[src/rtl/prio_burst_arbiter.sv]
// prio_burst_arbiter: registered N-channel arbiter holding a grant for up to MAX_BURST words.
// Define ROUND_ROBIN_EN for rotating priority; without it channel 0 always has highest priority.
module prio_burst_arbiter #(
   parameter int NCH       = 12,
   parameter int MAX_BURST = 16,
   parameter int SELW      = $clog2(NCH),
   parameter int BW        = $clog2(MAX_BURST) + 1
) (
   input  logic            clk,
   input  logic            reset_n,
   input  logic [NCH-1:0]  has_dat,
   input  logic            adv,
   output logic            gnt_valid,
   output logic [NCH-1:0]  sel_oh,
   output logic [SELW-1:0] sel,
   output logic            none,
   output logic [BW-1:0]   burst_cnt
);

   typedef enum logic {IDLE = 1'b0, GRANT = 1'b1} state_t;

   state_t          state_q;
   state_t          state_d;
   logic [NCH-1:0]  sel_oh_d;
   logic [SELW-1:0] sel_d;
   logic            none_d;
   logic [BW-1:0]   cnt_d;
   logic [NCH-1:0]  req;
   logic [NCH-1:0]  masked;
   logic            arb;
   logic            limit;
   logic            drained;
   logic [SELW-1:0] win;
   logic [SELW-1:0] start;
`ifdef ROUND_ROBIN_EN
   logic [SELW-1:0] rr_ptr;
   logic [SELW-1:0] rr_ptr_d;
`endif

   // First set bit of r, searching circularly from index first.
   function automatic logic [SELW-1:0] pick(input logic [NCH-1:0] r, input logic [SELW-1:0] first);
      logic [SELW-1:0] idx;
      logic [SELW-1:0] ci;
      logic            found;
      int              c;
      idx   = '0;
      found = 1'b0;
      for (int i = 0; i < NCH; i++) begin
         c = int'(first) + i;
         if (c >= NCH) c = c - NCH;
         ci = SELW'(c);
         if (!found && r[ci]) begin
            found = 1'b1;
            idx   = ci;
         end
      end
      return idx;
   endfunction

   assign gnt_valid = (state_q == GRANT);
   assign limit     = adv && (burst_cnt == BW'(MAX_BURST - 1));
   assign drained   = !has_dat[sel];

   always_comb begin
      state_d  = state_q;
      sel_oh_d = sel_oh;
      sel_d    = sel;
      none_d   = none;
      cnt_d    = burst_cnt;
      req      = has_dat;
      masked   = has_dat & ~sel_oh;
      arb      = 1'b0;
`ifdef ROUND_ROBIN_EN
      rr_ptr_d = rr_ptr;
      start    = rr_ptr;
`else
      start    = '0;
`endif

      case (state_q)
         IDLE: arb = 1'b1;
         GRANT: begin
            if (limit || drained) begin
               arb = 1'b1;
               // A full burst yields to others, but a sole requester is simply re-granted.
               if (!drained && (|masked)) req = masked;
               // Word is still counted if the grant falls back to IDLE; capped at the limit.
               if (adv && !limit) cnt_d = burst_cnt + BW'(1);
            end else begin
               cnt_d = burst_cnt + BW'(adv);
            end
         end
         default: state_d = IDLE;
      endcase

      win = pick(req, start);
      if (arb) begin
         if (|req) begin
            state_d  = GRANT;
            sel_d    = win;
            sel_oh_d = NCH'(1) << win;
            none_d   = 1'b0;
            cnt_d    = '0;
`ifdef ROUND_ROBIN_EN
            rr_ptr_d = (win == SELW'(NCH - 1)) ? '0 : win + SELW'(1);
`endif
         end else begin
            state_d  = IDLE;
            sel_oh_d = '0;
            none_d   = 1'b1;
         end
      end
   end

   always_ff @(posedge clk or negedge reset_n) begin
      if (!reset_n) begin
         state_q   <= IDLE;
         sel_oh    <= '0;
         sel       <= '0;
         none      <= 1'b1;
         burst_cnt <= '0;
      end else begin
         state_q   <= state_d;
         sel_oh    <= sel_oh_d;
         sel       <= sel_d;
         none      <= none_d;
         burst_cnt <= cnt_d;
      end
   end

`ifdef ROUND_ROBIN_EN
   always_ff @(posedge clk or negedge reset_n) begin
      if (!reset_n) rr_ptr <= '0;
      else          rr_ptr <= rr_ptr_d;
   end
`endif

endmodule
[config.mk]
export PLATFORM = sky130hd
export DESIGN_NAME = prio_burst_arbiter
export DESIGN_NICKNAME = d
export VERILOG_FILES = /design/src/rtl/prio_burst_arbiter.sv
export SDC_FILE = /design/constraint.sdc
export NUM_CORES = 1
export LEC_CHECK = 0
export ABC_AREA = 1
export CORE_ASPECT_RATIO = 1.4
export CORE_MARGIN = 5
export CORE_UTILIZATION = 45
export CTS_CLUSTER_DIAMETER = 60
export DETAILED_ROUTE_END_ITERATION = 10
export PLACE_DENSITY = 0.73
export REMOVE_ABC_BUFFERS = 1
export SYNTH_ARGS = -nofsm -noshare
export SYNTH_HDL_FRONTEND = slang
export SYNTH_SLANG_ARGS = --single-unit
[constraint.sdc]
create_clock -name clk -period 4.26 [get_ports clk]
set_input_delay 1.065 -clock clk [delete_from_list [all_inputs] [get_ports clk]]
set_output_delay 1.065 -clock clk [all_outputs]
set_load 0.02 [all_outputs]
== Word-level counts from Yosys, hierarchy flattened ==
Index checks and enable logic that the tools add are counted.

* Bitwise logic cells: 3
* Shift-type cells: 1
* Mux-type cells: 37
* Reduce and logical (&&, ||, !) cells: 31
* Order comparisons: 1
* $add $sub $neg: 2
* Equality and inequality tests: 1

{| class="wikitable"
|+ Operators by type and width
! cell !! count
|-
| $mux 12 || 4
|-
| $mux 4 || 10
|-
| $mux 5 || 5
|-
| $reduce_or 12->1 || 2
|-
| $mux 1 || 16
|-
| $logic_and 1x1->1 || 14
|-
| $logic_not 1->1 || 13
|-
| $and 12x12->12 || 1
|-
| $not 12->12 || 1
|-
| $shl 1x4->12 const A || 1
|-
| $add 5x1->5 || 1
|-
| $add 5x1->5 const B || 1
|-
| $eq 5x4->1 const B || 1
|-
| $lt 4x5->1 const B || 1
|-
| $bmux 1 s4 || 1
|-
| $pmux 1 s2 || 1
|-
| $reduce_and 2->1 || 1
|-
| $logic_or 1x1->1 || 1
|-
| $not 1->1 || 1
|}

* Bits in registers: 23
* Input port bits: 15

== Longest topological paths before layout ==
Gate-level depths: netlist of the first run.

* Word-level depth: 43
* Gate-level depth with buffers: 21
* Mapped depth without buffers: 19

== Least setup slack after synthesis of the first run ==
Ideal clock, no wire load.

* Path kind: in2reg
* From: in has_dat[0]
* To: reg sel[0]
* Path slack: 1546 ps
* Data required time: 4142 ps
* Cell stages on the path: 15
* Buffers on the path: 0
* Library setup time: 118 ps
* Arrival: 2596 ps
* Path through: inv_1 -> o21ai_0 -> nor2_1 -> nand3_1 -> nand4_1 -> o21ai_1 -> nand2_2 -> nor2_4 -> nand2_2 -> inv_2 -> nand2_2 -> nand2_4 -> inv_4 -> nand3_1 -> nand2_1

* Cells in the longest elaborated chain, start to end: 40
* Elaborated cells on any way between the ends: 58
* Classes of those cells: mux (29); bitwise (1); reduce/logical (28)

{| class="wikitable"
|+ RTL lines
! element !! RTL line !! RTL
|-
| start: declaration || 11 || <nowiki>input logic [NCH-1:0] has_dat,</nowiki>
|-
| $bmux 1 s4 / $and 12x12->12 (equally long branches) || 62, 71 ||
|-
| $mux 1 (implied by the code) / $reduce_or 12->1 (equally long branches) || 62, 86 ||
|-
| $logic_and 1x1->1 / $logic_not 1->1 (equally long branches) || 86, 62 ||
|-
| $mux 12 / $logic_or 1x1->1 (equally long branches) || 86, 83 ||
|-
| $mux 12 || 83 || <nowiki>if (limit || drained) begin</nowiki>
|-
| $mux 12 || 80 || <nowiki>case (state_q)</nowiki>
|-
| $mux 1 || 52 || <nowiki>if (!found && r[ci]) begin</nowiki>
|-
| $logic_not 1->1 || 52 ||
|-
| [24 not listed] || n/a ||
|-
| $logic_and 1x1->1 || 52 ||
|-
| $mux 1 || 52 ||
|-
| $logic_not 1->1 || 52 ||
|-
| $logic_and 1x1->1 || 52 ||
|-
| $mux 1 || 52 ||
|-
| $logic_not 1->1 || 52 ||
|-
| $logic_and 1x1->1 || 52 ||
|-
| $mux 4 || 52 ||
|-
| end signal: assignment || 125 || <nowiki>sel <= sel_d;</nowiki>
|-
| end: declaration || 15 || <nowiki>output logic [SELW-1:0] sel,</nowiki>
|}

Several ways; a longest one is shown, not always the timed one. The select of a mux whose other input is x is not followed.
A chain may end at the register's enable or synchronous reset.

== Worst setup path in the final report of the first run ==
* From: in has_dat[9]
* To: reg sel[2]

Same word-level chain as after synthesis.

==> results.cfg, run 1 <==
[yosys]
yosys.area_share.simple_pct = 34.6
muxShareOfSynthArea_pct = 0
synth_top_family_by_area = simple AND/OR/NAND/NOR gates
synth-compound-area-share_pct = 17.4
synth_top_area_share_pct = 32.5
synth_area_um2 = 1690
synth_ff_type = dfrtp_1
yosys.area.top_type = dfrtp_1
ys_types = 33
synth_seq_cells = 23
synthAdderAreaFrac_pct = 2.95
synth.area.top_cells = dfrtp_1, nand2_1, o21ai_0
synth-xor-area-share_pct = 1.55
synth-edff-count = 0
avgSynthCellArea_um2 = 7.18
async_flop_share_pct = 100
yosysWarnings = 0
synth_cells = 236
yosysSeqAreaShare_pct = 34.0

[sta]
setup_ws_ns = 0.893
hold_viol = 0
min_period_ns = 3.37
max_freq_mhz = 297
maxSlewViolCount = 0
finalSetupTns_ns = 0
finalCritPeriodShare_pct = 79.0
rsz0062_at_grt = false
finalSetupViolations = 0
worstMarginPinSlew_ns = 1.02
clock_skew_ns = 0.00783
max_slew_margin_pct = 31.9

[cts]
post_cts_buffers = 0
cts.reportedPaths.clkPinSlew_ns = 0.08
cts_sinks = 23
root_buffer = clkbuf_8
htreeDepth = 1
clkLatencyLatePin_ns = 0.27
cts_tree = done
clock_path_buffers = 2
hold_buffers = 0
cts_resized = 0
cts_buffers = 3

[worst_setup_path]
cp-start-kind = input port
end_kind = flop
cp.arrival_ns = 3.53
cp_max_fo = 17
path_class = in2reg
critPathRequiredTime_ns = 4.42

[placed_design]
hpwl_um = 3520
preCtsSetupSlack_ns = 0.642
place_inst = 312
gp_congestion = 0.937
portBuffers = 37
post_dp_cell_area_um2 = 2090

[power]
p_per_area_nw_per_um2 = 511
power_frac_clock_pct = 12.5
p_int_uw = 548
switching_share_pct = 49.9
p_comb_share_pct = 57.7
power.switching_uw = 546
power_frac_seq_pct = 29.8
peakVddDrop_v = 0.000513
leakage_nw = 0.971

[floorplanning]
die_h_um = 82.6
die_x_um = 61.9
io_pins = 38
rows = 26
die_area_um2 = 5110
coreArea_um2 = 3640
initial_core_util_pct = 46.5

[layout]
final_cell_count_no_fill = 316
layout-drive-gt1-share_pct = 10.2
design_area_um2 = 2140
final_util_pct = 58.7
n_antenna_cell = 0
final_net_count = 294
multiInputGateArea_um2 = 957
seqCellArea_um2 = 577
area_delta_synth_final_pct = 26.3
num-fill-cells = 349

[min_path]
hold_class = reg2reg

[route]
ant_nets = 0
drt_iter0_markers = 120
viasPerCell = 5.47
drc = 0
routed_wl_um = 4540
dr.pass1.iters = 4
wl_per_cell_um = 14.4
dr_total_vias = 1730

[global_routing]
antenna_found_initial = 0
grt_pass1_vias = 1626
grt_usage_pct = 19.6
grt_max_degree = 24
grt_overflow = 0
grt_pass1_wl_um = 7480

[job]
cap_violations = 0

[run_status]
status = finished, final reports clean
## power by group through the flow
stage	sequential (mW)	combinational, mW	clock [mW]
CTS	0.326	0.632	0.139
detailed placement	0.330	0.629	0
finish	0.326	0.631	0.137
global route	0.334	0.695	0.152
global placement	0.331	0.621	0
floorplan	0.365	0.363	0
## final cells by class
type / instances / share of cell area [%]
flip-flops and latches: 23 / 27.0
multi-input cells: 175 / 44.7
inverters: 34 / 6.08
repair buffers: 38 / 17.7
clock buffers: 4 / 2.11
well taps: 42 / 2.46
## path summary, 6_finish.rpt
path,startpoint,end,slack [ns],depth (start not counted)
worst min-delay path,none$_DFFE_PN1N_,none$_DFFE_PN1N_,0.47,2
worst max-delay path,has_dat[9],sel[2]$_DFFE_PN0P_,0.89,17
max in group asynchronous,reset_n,burst_cnt[0]$_DFF_PN0_,2.29,1
worst max register to register,sel[0]$_DFFE_PN0P_,sel[2]$_DFFE_PN0P_,1.57,19
min in group asynchronous,reset_n,sel_oh[6]$_DFFE_PN0N_,1.35,1
worst min register to register,none$_DFFE_PN1N_,none$_DFFE_PN1N_,0.47,2
## flip-flops by register name (all words and copies together), names as in the netlist
signal     cells
sel_oh        12
sel            4
none           1
burst_cnt      5
gnt_valid      1
## cell usage in the layout (no fill, tap or decap), types with 2 or more instances in the layout
cell             count
o21ai_1             10
clkbuf_8             3
nand2_4              3
nor2_4               2
a21oi_1              6
nand2_2              4
o31ai_1              2
inv_1               28
nand3_1             19
ha_1                 4
nor3_2               2
dfrtp_1             22
xnor2_1              2
o221ai_1             2
nor2_1              25
nand2_1             48
inv_2                5
o21ai_2              2
clkdlybuf4s50_1     37
nand4_1             12
o21ai_0             22
## per-layer routing
| layer | wire (um) | track usage [%] | share of wire, % |
|---|---|---|---|
| met1 | 1910 | 25.8 | 42 |
| met2 | 2320 | 33.4 | 51 |
| met3 | 231 | 1.40 | 5.1 |
| met4 | 79 | 6.16 | 1.7 |
| met5 | 0 | 0 | 0 |
## cell usage after synthesis (2+ instances only)
| cell | number |
|---|---|
| o31ai_1 | 2 |
| nand4_1 | 12 |
| nor3_2 | 2 |
| a21oi_1 | 6 |
| o21ai_2 | 2 |
| inv_2 | 5 |
| o21ai_0 | 22 |
| nand2_1 | 48 |
| inv_1 | 28 |
| buf_6 | 2 |
| ha_1 | 4 |
| nand3_1 | 19 |
| dfrtp_1 | 22 |
| nand2_4 | 3 |
| o21ai_1 | 10 |
| o221ai_1 | 2 |
| nand2_2 | 4 |
| xnor2_1 | 2 |
| nor2_4 | 2 |
| nor2_1 | 25 |
| clkbuf_1 | 2 |
## worst max-delay path, stage by stage
cell and delay (ns):
clkdlybuf4s50_1 0.53, a21oi_1 0.18, o21ai_1 0.07, nand3_1 0.13
nand2_4 0.12, nand3_2 0.11, nand2_4 0.15, o21ai_1 0.32
nand2_2 0.13, nor2_4 0.15, nand2_2 0.11, inv_2 0.08
nand2_2 0.08, nand2_4 0.11, inv_4 0.07, nand2_1 0.07
nand2_1 0.06
## per-stage QoR
stage               hold WS (ns)  total power [mW]
finish                     0.474              1.09
global route               0.500              1.18
CTS                        0.476              1.10
detailed placement         0.462             0.959
global placement           0.471             0.951
floorplan                  0.501             0.728
## logic make-up (layout without fill, tap and decap cells)
group	after synthesis	in the layout
and+or+nand+nor	119	119
AOI/OAI and AO/OA	49	49
buffers and inverters	38	76
DFF	23	23
adders and majority gates	4	4
xor gates and xnor gates	3	3
Note: power is estimated with default switching activity, not from simulation.
==> run 2, diff against run 1 <==
--- a/config.mk
+++ b/config.mk
@@ -11,7 +11,7 @@
 export CORE_UTILIZATION = 45
 export CTS_CLUSTER_DIAMETER = 60
 export DETAILED_ROUTE_END_ITERATION = 10
-export PLACE_DENSITY = 0.73
+export PLACE_DENSITY = 0.75
 export REMOVE_ABC_BUFFERS = 1
 export SYNTH_ARGS = -nofsm -noshare
 export SYNTH_HDL_FRONTEND = slang
==> constraint.sdc (replaced) <==
create_clock -name clk -period 3 [get_ports clk]
set_input_delay 0.75 -clock clk [delete_from_list [all_inputs] [get_ports clk]]
set_output_delay 0.75 -clock clk [all_outputs]
set_load 0.02 [all_outputs]
==> run 2 against run 1 <==
  * Critical path depth unchanged
  * Register-to-register slack worse by 1.1 ns
  * Global-route usage grew 1.7 points
  * Wire length rose by 6.8%
  * Die area did not move
  * First-iteration DRC count down 24%
==> results.cfg, run 2 (same netlist as run 1, synthesis figures left out) <==
[cts]
cts.reportedPaths.clkPinSlew_ns = 0.08
cts_buffers = 3
cts_tree = done
cts_sinks = 23
htreeDepth = 1
clock_path_buffers = 2
root_buffer = clkbuf_8
clkLatencyLatePin_ns = 0.27

[sta]
hold_viol = 0
max_slew_margin_pct = 63.8
max_freq_mhz = 355
clock_skew_ns = 0.00693
finalCritPeriodShare_pct = 93.9
worstMarginPinSlew_ns = 0.542
maxSlewViolCount = 0
rsz0062_at_grt = false
finalSetupViolations = 0
min_period_ns = 2.82
setup_ws_ns = 0.182

[layout]
area_delta_synth_final_pct = 40.8
final_net_count = 325
n_antenna_cell = 0
num-fill-cells = 307
design_area_um2 = 2390
final_cell_mix = nand2_1, clkdlybuf4s50_1, buf_4, inv_1, nor2_1
largestRegisters = sel_oh: 12 flops, burst_cnt: 5 flops, sel: 4 flops
layout-drive-gt1-share_pct = 20.7
final_common_cell = nand2_1
final_util_pct = 65.5
largest_reg_flops = 12
largest-register = sel_oh

[floorplanning]
rows = 26
die_area_um2 = 5110
die_h_um = 82.6
initial_core_util_pct = 46.5
die_x_um = 61.9
io_pins = 38
coreArea_um2 = 3640

[power]
power_frac_seq_pct = 27.3
switching_share_pct = 48.2
leakage_nw = 1.12
power_frac_clock_pct = 11.4
p_comb_share_pct = 61.3
peakVddDrop_v = 0.000572
p_per_area_nw_per_um2 = 710
p_int_uw = 877
power.switching_uw = 818

[placed_design]
preCtsSetupSlack_ns = -0.133
gp_congestion = 1.01
hpwl_um = 3780
post_dp_cell_area_um2 = 2330
portBuffers = 37

[route]
wl_per_cell_um = 14.0
viasPerCell = 5.41
drt_iter0_markers = 91
dr.pass1.iters = 5
dr_total_vias = 1877
ant_nets = 0
drc = 0
routed_wl_um = 4850

[min_path]
hold_class = reg2reg
holdPathStages = 2

[global_routing]
grt_pass1_wl_um = 8200
antenna_found_initial = 0
grt_usage_pct = 21.3
grt_pass1_vias = 1876
grt_max_degree = 24
grt_overflow = 0

[worst_setup_path]
path_class = in2reg
cp_slowest_cell = clkdlybuf4s50_1
crit_chain = clkdlybuf4s50_1, inv_1, o21ai_1, nor2_1, nand3_2, buf_4, nand4_1, o21ai_2, nand2_1, nor2_4, nand2_2, inv_2, nand2_2, nand2_4, inv_4, nand3_1, nand2_1
cp_max_fo = 8
cp.arrival_ns = 2.98
end_kind = flop
max_stage_delay_ns = 0.47
r2r_setup_slack_ns = 0.51
cp-start-kind = input port
critPathRequiredTime_ns = 3.16
r2r_cells = 20

[job]
cap_violations = 0

[run_status]
status = finished, final reports clean
run 2: stage by stage:
stage / setup TNS, ns / instances / hold WS (ns) / total power, mW
3_3_place_gp: -0.222 / 343 / 0.458 / 1.48
4_1_cts: 0 / 347 / 0.474 / 1.69
2_1_floorplan: 0 / 232 / 0.454 / 1.03
3_5_place_dp: -0.718 / 343 / 0.464 / 1.49
5_1_grt: 0 / 347 / 0.510 / 1.83
6_report: 0 / 347 / 0.472 / 1.69
run 2: final timing paths:
check | from | to
max | has_dat[10] | sel[0]$_DFFE_PN0P_
min | none$_DFFE_PN1N_ | none$_DFFE_PN1N_
max reg2reg | sel[0]$_DFFE_PN0P_ | sel[0]$_DFFE_PN0P_
min reg2reg | none$_DFFE_PN1N_ | none$_DFFE_PN1N_
max in group asynchronous | reset_n | none$_DFFE_PN1N_
min in group asynchronous | reset_n | sel_oh[3]$_DFFE_PN0N_
run 2: what timing repair did:
action                     4_1_cts  5_1_grt
setup endpoints to repair        0       15
setup buffers                    0        0
gates resized for setup          0        7
hold buffers                     0        0
run 2: critical path: cells and delay by family:
family	cells	cell delay, ns
buf+inv	5	0.83
compound gates	2	0.37
simple gates	10	1.03
run 2: final cells by class:
| class | count | area (um2) | share of cell area, % |
|---|---|---|---|
| multi-input combinational | 175 | 970 | 40.6 |
| timing repair buffer | 69 | 611 | 25.6 |
| sequential | 23 | 577 | 24.2 |
| inverter | 34 | 130 | 5.45 |
| tap | 42 | 52.6 | 2.20 |
| clock buffer | 3 | 41.3 | 1.73 |
| clock inverter | 1 | 5.00 | 0.210 |
run 2: power groups by stage:
stage | combinational, mW | clock [mW] | sequential (mW)
CTS | 1.03 | 0.201 | 0.463
finish | 1.04 | 0.194 | 0.463
global placement | 1.01 | 0 | 0.466
floorplan | 0.515 | 0 | 0.519
detailed placement | 1.02 | 0 | 0.468
global route | 1.14 | 0.218 | 0.473
run 2: metal layers:
| metal | up-vias | share of wire (%) | wire, um | GRT usage, % |
|---|---|---|---|---|
| met5 | - | 0 | 0 | 0 |
| met1 | 866 | 41 | 2000 | 26.7 |
| li1 | 938 | - | - | - |
| met4 | 0 | 3.2 | 155 | 8.92 |
| met2 | 55 | 50 | 2420 | 36.0 |
| met3 | 18 | 5.7 | 278 | 2.80 |
